File: src/rtl/doodle_motion.sv
// Per-frame player motion for Doodle Jump: gravity, bounce, wrap, camera scroll and death.
// Everything advances once per frame_clk edge; Reset is asynchronous and active-high.
module doodle_motion #(
    parameter int X_CENTER     = 320,
    parameter int Y_CENTER     = 240,
    parameter int X_MAX        = 639,
    parameter int Y_FLOOR      = 479,
    parameter int SIZE         = 4,
    parameter int GRAVITY      = 1,
    parameter int GRAV_DIV     = 4,
    parameter int JUMP_VEL     = 12,
    parameter int MAX_FALL     = 8,
    parameter int X_SPEED      = 2,
    parameter int SCROLL_LINE  = 160,
    parameter int FLOOR_BOUNCE = 0
) (
    input  logic              frame_clk,
    input  logic              Reset,
    input  logic [7:0]        keycode,
    input  logic [1:0]        game_state,
    input  logic              on_platform,
    output logic [9:0]        BallX,
    output logic [9:0]        BallY,
    output logic [9:0]        BallS,
    output logic signed [7:0] vel_y,
    output logic [9:0]        scroll,
    output logic              rising,
    output logic              fell_out
);

    localparam int CntW = (GRAV_DIV > 1) ? $clog2(GRAV_DIV) : 1;

    localparam logic [9:0]         XCenter    = 10'(X_CENTER);
    localparam logic [9:0]         YCenter    = 10'(Y_CENTER);
    localparam logic [9:0]         YRest      = 10'(Y_FLOOR - SIZE);
    localparam logic signed [10:0] XMaxS      = 11'(X_MAX);
    localparam logic signed [10:0] XModS      = 11'(X_MAX + 1);
    localparam logic signed [10:0] XSpeedS    = 11'(X_SPEED);
    localparam logic signed [10:0] ScrollS    = 11'(SCROLL_LINE);
    localparam logic signed [11:0] FloorS     = 12'(Y_FLOOR);
    localparam logic signed [11:0] SizeS      = 12'(SIZE);
    localparam logic signed [7:0]  JumpNeg    = 8'(-JUMP_VEL);
    localparam logic signed [8:0]  GravS      = 9'(GRAVITY);
    localparam logic signed [8:0]  MaxFallS   = 9'(MAX_FALL);
    localparam logic [CntW-1:0]    CntLast    = CntW'(GRAV_DIV - 1);

    typedef enum logic [1:0] {
        StMenu,
        StFall,
        StRise,
        StDead
    } state_t;

    state_t                r_state;
    logic [9:0]            r_x;
    logic [9:0]            r_y;
    logic signed [7:0]     r_vel;
    logic [CntW-1:0]       r_cnt;
    logic [9:0]            r_scroll;
    logic                  r_fell;

    state_t                w_state_d;
    logic [9:0]            w_x_d;
    logic [9:0]            w_y_d;
    logic signed [7:0]     w_vel_d;
    logic [CntW-1:0]       w_cnt_d;
    logic [9:0]            w_scroll_d;
    logic                  w_fell_d;

    logic signed [10:0]    w_y_next;
    logic signed [11:0]    w_y_foot;
    logic signed [10:0]    w_x_step;
    logic signed [10:0]    w_x_next;
    logic                  w_key_right;
    logic                  w_key_left;
    logic                  w_grav_wrap;
    logic [CntW-1:0]       w_cnt_inc;
    logic signed [8:0]     w_vel_sum;
    logic signed [7:0]     w_vel_grav;
    logic                  w_plat_bounce;
    logic                  w_floor_hit;
    logic                  w_scroll_hit;
    logic                  w_playing;

    // Vertical datapath
    assign w_y_next   = $signed({1'b0, r_y}) + $signed({{3{r_vel[7]}}, r_vel});
    assign w_y_foot   = $signed({w_y_next[10], w_y_next}) + SizeS;

    assign w_grav_wrap = (r_cnt == CntLast);
    assign w_cnt_inc   = w_grav_wrap ? '0 : r_cnt + CntW'(1);
    assign w_vel_sum   = $signed({r_vel[7], r_vel}) + GravS;

    always_comb begin
        w_vel_grav = r_vel;
        if (w_grav_wrap) begin
            if (w_vel_sum > MaxFallS) begin
                w_vel_grav = MaxFallS[7:0];
            end else begin
                w_vel_grav = w_vel_sum[7:0];
            end
        end
    end

    assign w_plat_bounce = (r_state == StFall) && !r_vel[7] && on_platform;
    assign w_floor_hit   = (r_state == StFall) && (w_y_foot >= FloorS);
    assign w_scroll_hit  = r_vel[7] && (w_y_next < ScrollS);

    // Horizontal datapath with screen wrap
    assign w_key_right = (keycode == 8'd7) || (keycode == 8'd79);
    assign w_key_left  = (keycode == 8'd4) || (keycode == 8'd80);

    always_comb begin
        w_x_step = $signed({1'b0, r_x});
        if (w_key_right) begin
            w_x_step = $signed({1'b0, r_x}) + XSpeedS;
        end else if (w_key_left) begin
            w_x_step = $signed({1'b0, r_x}) - XSpeedS;
        end
    end

    always_comb begin
        w_x_next = w_x_step;
        if (w_x_step < 11'sd0) begin
            w_x_next = w_x_step + XModS;
        end else if (w_x_step > XMaxS) begin
            w_x_next = w_x_step - XModS;
        end
    end

    assign w_playing = (game_state == 2'd1);

    // Next-state and register updates
    always_comb begin
        w_state_d  = r_state;
        w_x_d      = r_x;
        w_y_d      = r_y;
        w_vel_d    = r_vel;
        w_cnt_d    = r_cnt;
        w_scroll_d = r_scroll;
        w_fell_d   = 1'b0;

        if (game_state == 2'd0) begin
            w_state_d  = StMenu;
            w_x_d      = XCenter;
            w_y_d      = YCenter;
            w_vel_d    = '0;
            w_cnt_d    = '0;
            w_scroll_d = '0;
        end else begin
            unique case (r_state)
                StMenu: begin
                    if (w_playing) begin
                        w_state_d = StFall;
                        w_vel_d   = '0;
                        w_cnt_d   = '0;
                    end
                end
                StFall, StRise: begin
                    if (!w_playing) begin
                        w_scroll_d = '0;
                    end else begin
                        w_x_d      = w_x_next[9:0];
                        w_scroll_d = '0;
                        // A platform contact outranks the floor, so it never kills
                        if (w_plat_bounce || (w_floor_hit && (FLOOR_BOUNCE != 0))) begin
                            w_state_d = StRise;
                            w_vel_d   = JumpNeg;
                            w_cnt_d   = '0;
                            w_y_d     = w_plat_bounce ? w_y_next[9:0] : YRest;
                        end else if (w_floor_hit) begin
                            w_state_d = StDead;
                            w_vel_d   = '0;
                            w_cnt_d   = w_cnt_inc;
                            w_y_d     = YRest;
                            w_fell_d  = 1'b1;
                        end else begin
                            w_vel_d = w_vel_grav;
                            w_cnt_d = w_cnt_inc;
                            if (w_scroll_hit) begin
                                w_y_d      = ScrollS[9:0];
                                w_scroll_d = 10'(ScrollS - w_y_next);
                            end else begin
                                w_y_d = w_y_next[9:0];
                            end
                            if ((r_state == StRise) && !w_vel_grav[7]) begin
                                w_state_d = StFall;
                            end
                        end
                    end
                end
                StDead: begin
                    w_state_d = StDead;
                end
            endcase
        end
    end

    always_ff @(posedge frame_clk or posedge Reset) begin
        if (Reset) begin
            r_state  <= StMenu;
            r_x      <= XCenter;
            r_y      <= YCenter;
            r_vel    <= '0;
            r_cnt    <= '0;
            r_scroll <= '0;
            r_fell   <= 1'b0;
        end else begin
            r_state  <= w_state_d;
            r_x      <= w_x_d;
            r_y      <= w_y_d;
            r_vel    <= w_vel_d;
            r_cnt    <= w_cnt_d;
            r_scroll <= w_scroll_d;
            r_fell   <= w_fell_d;
        end
    end

    assign BallX    = r_x;
    assign BallY    = r_y;
    assign BallS    = 10'(SIZE);
    assign vel_y    = r_vel;
    assign scroll   = r_scroll;
    assign rising   = (r_state == StRise);
    assign fell_out = r_fell;

endmodule
File: config.mk
export PLATFORM = sky130hd
export DESIGN_NAME = doodle_motion
export DESIGN_NICKNAME = d
export VERILOG_FILES = /design/src/rtl/doodle_motion.sv
export SDC_FILE = /design/constraint.sdc
export NUM_CORES = 1
export LEC_CHECK = 0
export ABC_CLOCK_PERIOD_IN_PS = 8189
export CAP_MARGIN = 10
export CORE_ASPECT_RATIO = 0.9
export CORE_MARGIN = 1.5
export CORE_UTILIZATION = 58
export DETAILED_ROUTE_END_ITERATION = 10
export PLACE_DENSITY = 0.83
export SETUP_SLACK_MARGIN = 0.5
export SLEW_MARGIN = 20
export SYNTH_ARGS = -nofsm -noshare
export SYNTH_HDL_FRONTEND = slang
export SYNTH_SLANG_ARGS = --single-unit
File: constraint.sdc
create_clock -name frame_clk -period 8.19 [get_ports frame_clk]
set_input_delay 1.638 -clock frame_clk [delete_from_list [all_inputs] [get_ports frame_clk]]
set_output_delay 1.638 -clock frame_clk [all_outputs]
set_load 0.05 [all_outputs]
**Word-level counts from Yosys, hierarchy flattened**

Cells that the tools add are included.

- Reduce and logical (&&, ||, !) cells: 19
- Magnitude comparators: 5
- Multiplexer cells: 45
- Eq/ne operators: 13
- Add/sub/neg operators: 9

Operators with widths:

| cell | count |
|---|---|
| two-way mux 10 bit | 17 |
| two-way mux 8 bit | 7 |
| two-way mux 11 bit | 2 |
| two-way mux 2 bit | 11 |
| equality test 8 x 3 -> 1 bit (second input constant) | 2 |
| equality test 8 x 7 -> 1 bit (second input constant) | 2 |
| case mux 8 bit (2 select lines) | 1 |
| adder 11 x 4 -> 12 bit (second input constant) | 1 |
| greater-or-equal comparator 12 x 10 -> 1 bit (second input constant) | 1 |
| adder 10 x 2 -> 11 bit (second input constant) | 1 |
| adder 11 x 8 -> 11 bit | 1 |
| > comparator 11 bit (second input constant) | 1 |
| < comparator 11 x 1 -> 1 bit (second input constant) | 1 |
| < comparator 11 x 9 -> 1 bit (second input constant) | 1 |
| subtractor 10 x 2 -> 11 bit (second input constant) | 1 |
| adder 10 bit (second input constant) | 1 |
| != test 5 bit (second input constant) | 2 |
| subtractor 10 bit (second input constant) | 1 |
| subtractor 9 x 10 -> 10 bit (first input constant) | 1 |
| adder 8 x 2 -> 9 bit (second input constant) | 1 |
| > comparator 9 x 5 -> 1 bit (second input constant) | 1 |
| equality test 2 bit (second input constant) | 3 |
| != test 3 bit (second input constant) | 2 |
| case mux 2 bit (3 select lines) | 1 |
| 14 further kinds | 28 |

- Input port bits: 13
- Flip-flop bits (word level): 43
- Output and inout port bits: 50
- Word-level logic and storage cells: 99

**Depth between registers and ports, before layout**

- Depth after elaboration: 12
- Depth in mapped cells: 12
- Gate-level depth less buffers: 11

**Worst setup path before layout**

Ideal clock, no wire load.

- Kind: input-to-reg
- From: input port keycode[7]
- To: register r_x[9] (netlist: BallX[9])
- Buffers on the path: 0
- Setup time: 121 ps
- Stages: 11
- Arrival: 3674 ps
- Required time: 8069 ps
- Slack: 4395 ps
- Cell sequence: or2_1 -> nor4_1 -> nand4_1 -> mux2i_1 -> xor2_1 -> inv_1 -> ha_1 -> mux2_2 -> nand2_1 -> o21ai_0 -> a22o_1

- Longest elaborated chain between the ends: 10
- Elaborated cells on any way between the ends: 17
- Classes of those cells: add/sub: 2; order compare: 2; eq/ne: 4; mux: 7; reduce/logical: 2

Ends and longest elaborated chain:

| item | line | text |
|---|---|---|
| from (decl) | 19 | `input logic [7:0] keycode,` |
| equality test 8 x 3 -> 1 bit or equality test 8 x 7 -> 1 bit (tied branches) | 110 | `assign w_key_left = (keycode == 8'd4) \|\| (keycode == 8'd80);` |
| logical OR 1 bit | 110 |  |
| two-way mux 11 bit | 116 | `end else if (w_key_left) begin` |
| two-way mux 11 bit * | 114 | `if (w_key_right) begin` |
| subtractor 10 bit or > comparator 11 bit (tied branches) | 126, 125 |  |
| two-way mux 10 bit | 125 | `end else if (w_x_step > XMaxS) begin` |
| two-way mux 10 bit * | 123 | `if (w_x_step < 11'sd0) begin` |
| two-way mux 10 bit * | 159 | `if (!w_playing) begin` |
| two-way mux 10 bit * | 150 | `unique case (r_state)` |
| two-way mux 10 bit * | 142 | `if (game_state == 2'd0) begin` |
| to (signal assigned) | 201 | `r_x <= XCenter;` |
| to (signal assigned) | 209 | `r_x <= w_x_d;` |
| to (decl) | 55 | `logic [9:0] r_x;` |

Every way passes the cells marked *; elsewhere a longest branch is shown, timed or not. The select of a mux whose other input is x is not followed.
A chain may end at the register's enable or synchronous reset.

**Worst setup path in the final report**

Same ends and word-level chain as after synthesis.

==> results by group <==
Clock network
  – Clock Sink Count: 42
  – Post_cts resized: 0
  – Cts bufs inserted: 5
  – Hold-fix buffer count after cts: 0
  – CTS tree: done
  – Root Buffer: clkbuf_8
  – Clk slew on worst S/H paths: 0.09 ns
  – H-tree depth: 2
  – Post-CTS Setup Bufs: 0
  – Worst-case clock buffer depth: 2
  – Worst-Skew Late Latency: around 0.3 ns

Drt
  – DRT antenna net count: 0
  – WL/cell: 16.53 um
  – DRT iter0 DRCs: 310
  – Drt pass-1 iters: 5
  – Vias: 3,188
  – DRC violations left: 0
  – Via/cell ratio: 6.190
  – Routed wire length: 8512 um

Worst setup path
  – Crit start category: input pin
  – R2R depth: 11
  – Max FO, Critical Path: 3
  – Startpoint of the worst-slack reg-to-reg timing path: vel_y[0]
  – CP endpoint kind: flip-flop
  – Critical Path RT: 8.38 ns
  – R2r setup slk: 4.47 ns
  – Crit path DAT: ~4.3 ns
  – R2R Path End: vel_y[5]
  – WS Path Type: in2reg

Finish
  – Fin cells: between 500 and 600
  – P&R area growth vs syn: 17.89%
  – Net count, final: slightly below 500
  – Multi-input combinational cell area: ~2200 um^2
  – Fin util: 71.25%
  – Sequential Area: 1059 um^2
  – FILL cells: approximately 450
  – Proportion of layout cells with a drive suffix above 1: 8.315%
  – Antenna diodes: 0

Placement
  – Placed wire-length estimate: ~6300 um
  – Pre-CTS setup slack: 3.768 ns
  – GP Congestion: 0.9389
  – Placed cell count: 507
  – IO Port Bufs: around 50

Logic synthesis
  – Compound-Gate Fraction of Synth Area: 23.89%
  – Sequential fraction of the synthesis area: around 30%
  – Simple-gate portion of the synthesized area: 20.80%
  – Synthesis Warnings: 0
  – Adder-cell share of the synthesized area: around 9%
  – Avg Inst Size Synth: 8.602 um^2
  – Synth top area cells: dfrtp_1, ha_1, dfstp_2
  – Asr flop ratio synth: between 90% and 100%
  – Syn Inst Count: 400
  – Yosys reg bits: 42
  – Area leader, netlist: dfrtp_1
  – Top-count cell post-synth: nand2_1
  – Post-Syn Area: 3441 um^2
  – Post-synth EDFFs: 0
  – Synth cell types: 74
  – Multiplexer share of the synthesized area: 1.855%
  – Post-synth top cells: nand2_1, dfrtp_1, nor2_1
  – Synth Area in XOR/XNOR: between 6 and 7%
  – Largest family of logic cells by synthesized area: compound AO/OA/AOI/OAI gates
  – Synth top area share: 26.18%
  – Main synth FF type: dfrtp_1

Floorplanning
  – Core Region: 5693 um^2
  – Die X: 84.19 um
  – Die Y: ~76 um
  – Die ar.: 6404 um^2
  – Number of core rows: 26
  – I/O pins: 63
  – Initial Util: 60.44%

Timing
  – Hold_ws: 0.4876 ns
  – Slew at the pin closest to its max-slew limit: 0.7955 ns
  – Final setup margin: ~4.1 ns
  – Peak Freq: between 0.2 and 0.25 GHz
  – Final count of hold timing violations: 0
  – Final setup vio count: 0
  – Clock skew: 0.008669 ns
  – Final worst path period need: roughly 4 ns
  – Fin crit share: 50.12%
  – Slew headroom: 46.77%
  – Pins Over Slew Limit: 0
  – RSZ-0062 raised after global routing: no
  – Setup TNS: 0 ns

Power
  – P_leak: 1.675 nW
  – Cell area power density: 381.9 nW/um^2
  – Maximum vdd ir drop: roughly 0.00033 V

Global routing
  – Vias in the first global route: approximately 3,000
  – First-pass GRT wire length: 13,990 um
  – Initial antenna violation count: 0
  – Largest net degree at the start of global routing: 43
  – GRT Total Usage: a little over a quarter
  – Grt total ovfl: 0

Worst hold path
  – Hold Crit Class: reg2reg
  – WHS Path Cells: 2
  – Hold Crit Start: scroll[3]
  – WHS Endpoint: scroll[3]

Run status
  – Status: complete, no violations

Run
  – Max Cap Violations: 0
placed cells by master (no fill, tap or decap), types with 4 or more instances in the layout:
cell type and count:
inv_1 23, a21oi_1 23, nor2_1 32, nand2_1 42
conb_1 11, xor2_1 8, clkdlybuf4s50_1 51, or2_2 4
xnor2_1 15, dfstp_2 6, o21ai_0 26, ha_1 23
and2_1 4, o211ai_1 5, nor3_1 9, dfrtp_1 36
clkbuf_8 5, o21ai_1 4, nand2b_1 4, nand3_1 13
o31ai_1 5, a31oi_1 4, o31a_1 6
kinds of logic after synthesis:
group | count (synthesis)
other | 2
AOI/OAI and AO/OA | 112
buffers and inverters | 48
and+or+nand+nor | 141
muxes | 6
adders and majority gates | 24
DFF | 42
xor gates and xnor gates | 25
flip-flops by register name, summed over array words and instances (netlist names):
| signal | flops |
|---|---|
| BallY | 10 |
| scroll | 10 |
| BallX | 9 |
| vel_y | 8 |
| r_cnt | 2 |
| r_state | 2 |
| fell_out | 1 |
per-layer routing:
| layer | track usage [%] | share of wire, % | wire (um) | vias up |
|---|---|---|---|---|
| met5 | 0 | 0 | 0 | - |
| met2 | 44.32 | 48 | 4066 | 155 |
| met3 | 3.359 | 7.5 | 637 | 25 |
| li1 | - | - | - | 1515 |
| met4 | 7.705 | 1.8 | 156 | 0 |
| met1 | 36.92 | 43 | 3652 | 1493 |
power by group:
group,switching (mW),internal [mW]
clock,0.0788,0.0908
combinational,0.665,0.396
sequential,0.0656,0.253
total,0.809,0.740
area by class of cell:
| class | count | share of cell area (%) |
|---|---|---|
| well taps | 70 | 2.159 |
| multi-input cells | 319 | 53.86 |
| repair buffers | 53 | 12.95 |
| clock buffers | 5 | 1.696 |
| flip-flops and latches | 42 | 26.10 |
| clock inverters | 3 | 1.110 |
| inverters | 23 | 2.128 |
stage by stage:
| step | total power, mW | cell area [um^2] |
|---|---|---|
| global route | 1.655 | 4056 |
| floorplan | 1.133 | 3475 |
| detailed placement | 1.364 | 3943 |
| finish | 1.549 | 4056 |
| CTS | 1.539 | 4056 |
| global placement | 1.342 | 3943 |
worst max-delay path: stages:
cell and delay [ns]:
clkdlybuf4s50_1 0.41, or2_1 0.25, nor4_1 0.45, nand4_1 0.17, mux2i_1 0.20, xor2_1 0.25
inv_1 0.10, ha_1 0.22, mux2_2 0.26, nand2_1 0.06, o21ai_0 0.08, a22o_1 0.19
worst max path at each step:
stage,startpoint,end,depth (start not counted)
floorplan,keycode[7],BallX[9],11
global placement,keycode[7],BallX[9],12
detailed placement,keycode[7],BallX[8],12
CTS,keycode[7],BallX[9],12
global route,keycode[7],BallX[8],12
finish,keycode[7],BallX[9],12
(Power assumes the default switching activity.)
==> RTL change (same flow settings) <==
`GRAV_DIV`: 4 -> 2.
--- a/src/rtl/doodle_motion.sv
+++ b/src/rtl/doodle_motion.sv
@@ -8,5 +8,5 @@
     parameter int SIZE         = 4,
     parameter int GRAVITY      = 1,
-    parameter int GRAV_DIV     = 4,
+    parameter int GRAV_DIV     = 2,
     parameter int JUMP_VEL     = 12,
     parameter int MAX_FALL     = 8,
Formal check against the unedited RTL: not equivalent (Yosys sat finds a counterexample within 4 cycles, from zero or initial values and one cycle with Reset high).
==> RTL change against the unedited design <==
- maximum frequency shrank 4.1%
- final area shrank 2.4%
- power decreased by 15%
- synthesized area is 1.9% lower
- setup slack got worse by 0.17 ns
- routed wire length decreased by 1.5%
- sequential cell count decreased by 1
- global-route usage grew 0.69 points
==> RTL change: results (changes against the unedited design) <==
largest net degree at the start of global routing=42 (-2.3%); Clk pin slew, worst setup/hold paths=0.09 ns (about the same); drt wl/cell=16.7 um (+1.3%); initial DRC count=221 (-29%); drt pass-1 iters=5 (unchanged); Setup Skew=0.0124 ns (+0.00378 ns); Met2 Routed Length=3.98 mm (-2.1%); routability cong.=0.917 (-2.4%); dominant cells by area after synthesis=dfrtp_1, ha_1, dfstp_2; Layout Nets=466 (-3.1%); worst endpoint data arrival time=4.46 ns (+0.17 ns); sequential area share after synthesis=0.306 (-0.00137); CP max stage delay=0.49 ns (+0.04 ns); status=finished clean; Post-Synth Adder-Cell Area=0.0875 (-0.00195); Post-synth top cells=dfrtp_1, nor2_1, nand2_1, a21oi_1, ha_1; mux cell area share after synthesis=0.0237 (+0.00518); Max IR drop VDD=227 uV (-31%); CTS resizes=0 (unchanged); complex-gate fraction of the synthesized area=0.247 (+0.00766); met3 routed WL=574 um (-9.9%); input/output buffers=51 (unchanged); Fillers=449 (+0.22%); dominant synthesized flop cell=dfrtp_1; post-CTS setup buffers=0 (unchanged); share of layout cells above drive strength 1=0.0766 (-0.00658); FFs w/ async S/R, synth=1.00 (unchanged); LEAKAGE=0.00165 uW (-1.4%); H-tree depth=2 (unchanged); M1 WL=3.57 mm (-2.2%); slowest CP cell=nor4_2; number of global-route vias before repair=2892 (-1.4%); Root Driver=clkbuf_8; Detailed Place HPWL=6.33 mm (+0.19%); Post-Synth XOR/XNOR Area=0.0701 (+0.00208); Ant. Diodes=0 (unchanged); post-synthesis cell type count=68 (-8.1%); top routing layer used=met4; GRT Total Usage=0.275 (+0.00693); first-pass GRT wire length=13.6 mm (-2.6%); worst skew pair latency=0.31 ns; Slew HR=0.430 (-0.0372); Synth Warn #=0 (unchanged); vias per cell=6.26 (+1.1%); peak fanout along the critical path=6 (+3); Inserted Clock Buffers=5 (unchanged); initial antenna violation count=0 (unchanged); Hold Path Class=reg2reg; Clock Path Buffers=2 (unchanged)
-- RTL change: cells by family (layout without fill, tap and decap cells) --
kind of cell,count (synthesis),after routing
AO/OA/AOI/OAI,118,118
XOR/XNOR,27,27
adder cells (fa/ha/maj),23,23
buffers and inverters,44,81
flip-flops,41,41
multiplexers,7,7
other,2,11
AND/OR/NAND/NOR,123,123
-- RTL change: metal layers --
layer	vias up	GRT usage
met5	-	0
li1	1492	-
met4	0	0.144
met1	1486	0.361
met2	135	0.455
met3	24	0.0379
-- RTL change: through the flow --
stage                util  instance area [um^2]  std cells  total power (uW)  setup WS, ns
floorplan               -                  3410        394               974          4.42
global placement    0.685                  3870        493              1150          3.79
detailed placement  0.685                  3870        493              1170          3.62
CTS                 0.699                  3960        501              1310          3.94
global route        0.699                  3960        501              1410          3.65
finish              0.699                  3960        501              1320          3.91
-- RTL change: area by class of cell --
class                           instances  share of cell area
Sequential cell                        41               0.261
Inverter                               21              0.0199
Timing Repair Buffer                   52               0.131
Clock buffer                            6              0.0183
Tap cell                               70              0.0221
Clock inverter                          2             0.00253
Multi-Input combinational cell        309               0.545
-- RTL change: final timing paths --
check	start	end	slack, ns	depth (start not counted)
hold / removal	scroll[8]	scroll[8]	0.51	1
setup reg to reg	vel_y[0]	vel_y[6]	4.64	11
max in group asynchronous	Reset	BallX[6]	6.03	3
min in group asynchronous	Reset	scroll[3]	1.75	3
setup / recovery	keycode[6]	BallX[9]	3.91	11
hold reg to reg	scroll[8]	scroll[8]	0.51	1
-- RTL change: critical path, delay by kind of cell --
family	cells	cell delay, ns
AND/OR/NAND/NOR	2	0.74
XOR/XNOR	2	0.50
buffers and inverters	2	0.55
multiplexers	2	0.42
adder cells (fa/ha/maj)	1	0.25
AO/OA/AOI/OAI	2	0.36
-- RTL change: power by group --
group | internal, uW | switching (uW)
clock | 59.2 | 74.7
sequential | 244 | 62.8
combinational | 324 | 553
total | 627 | 690
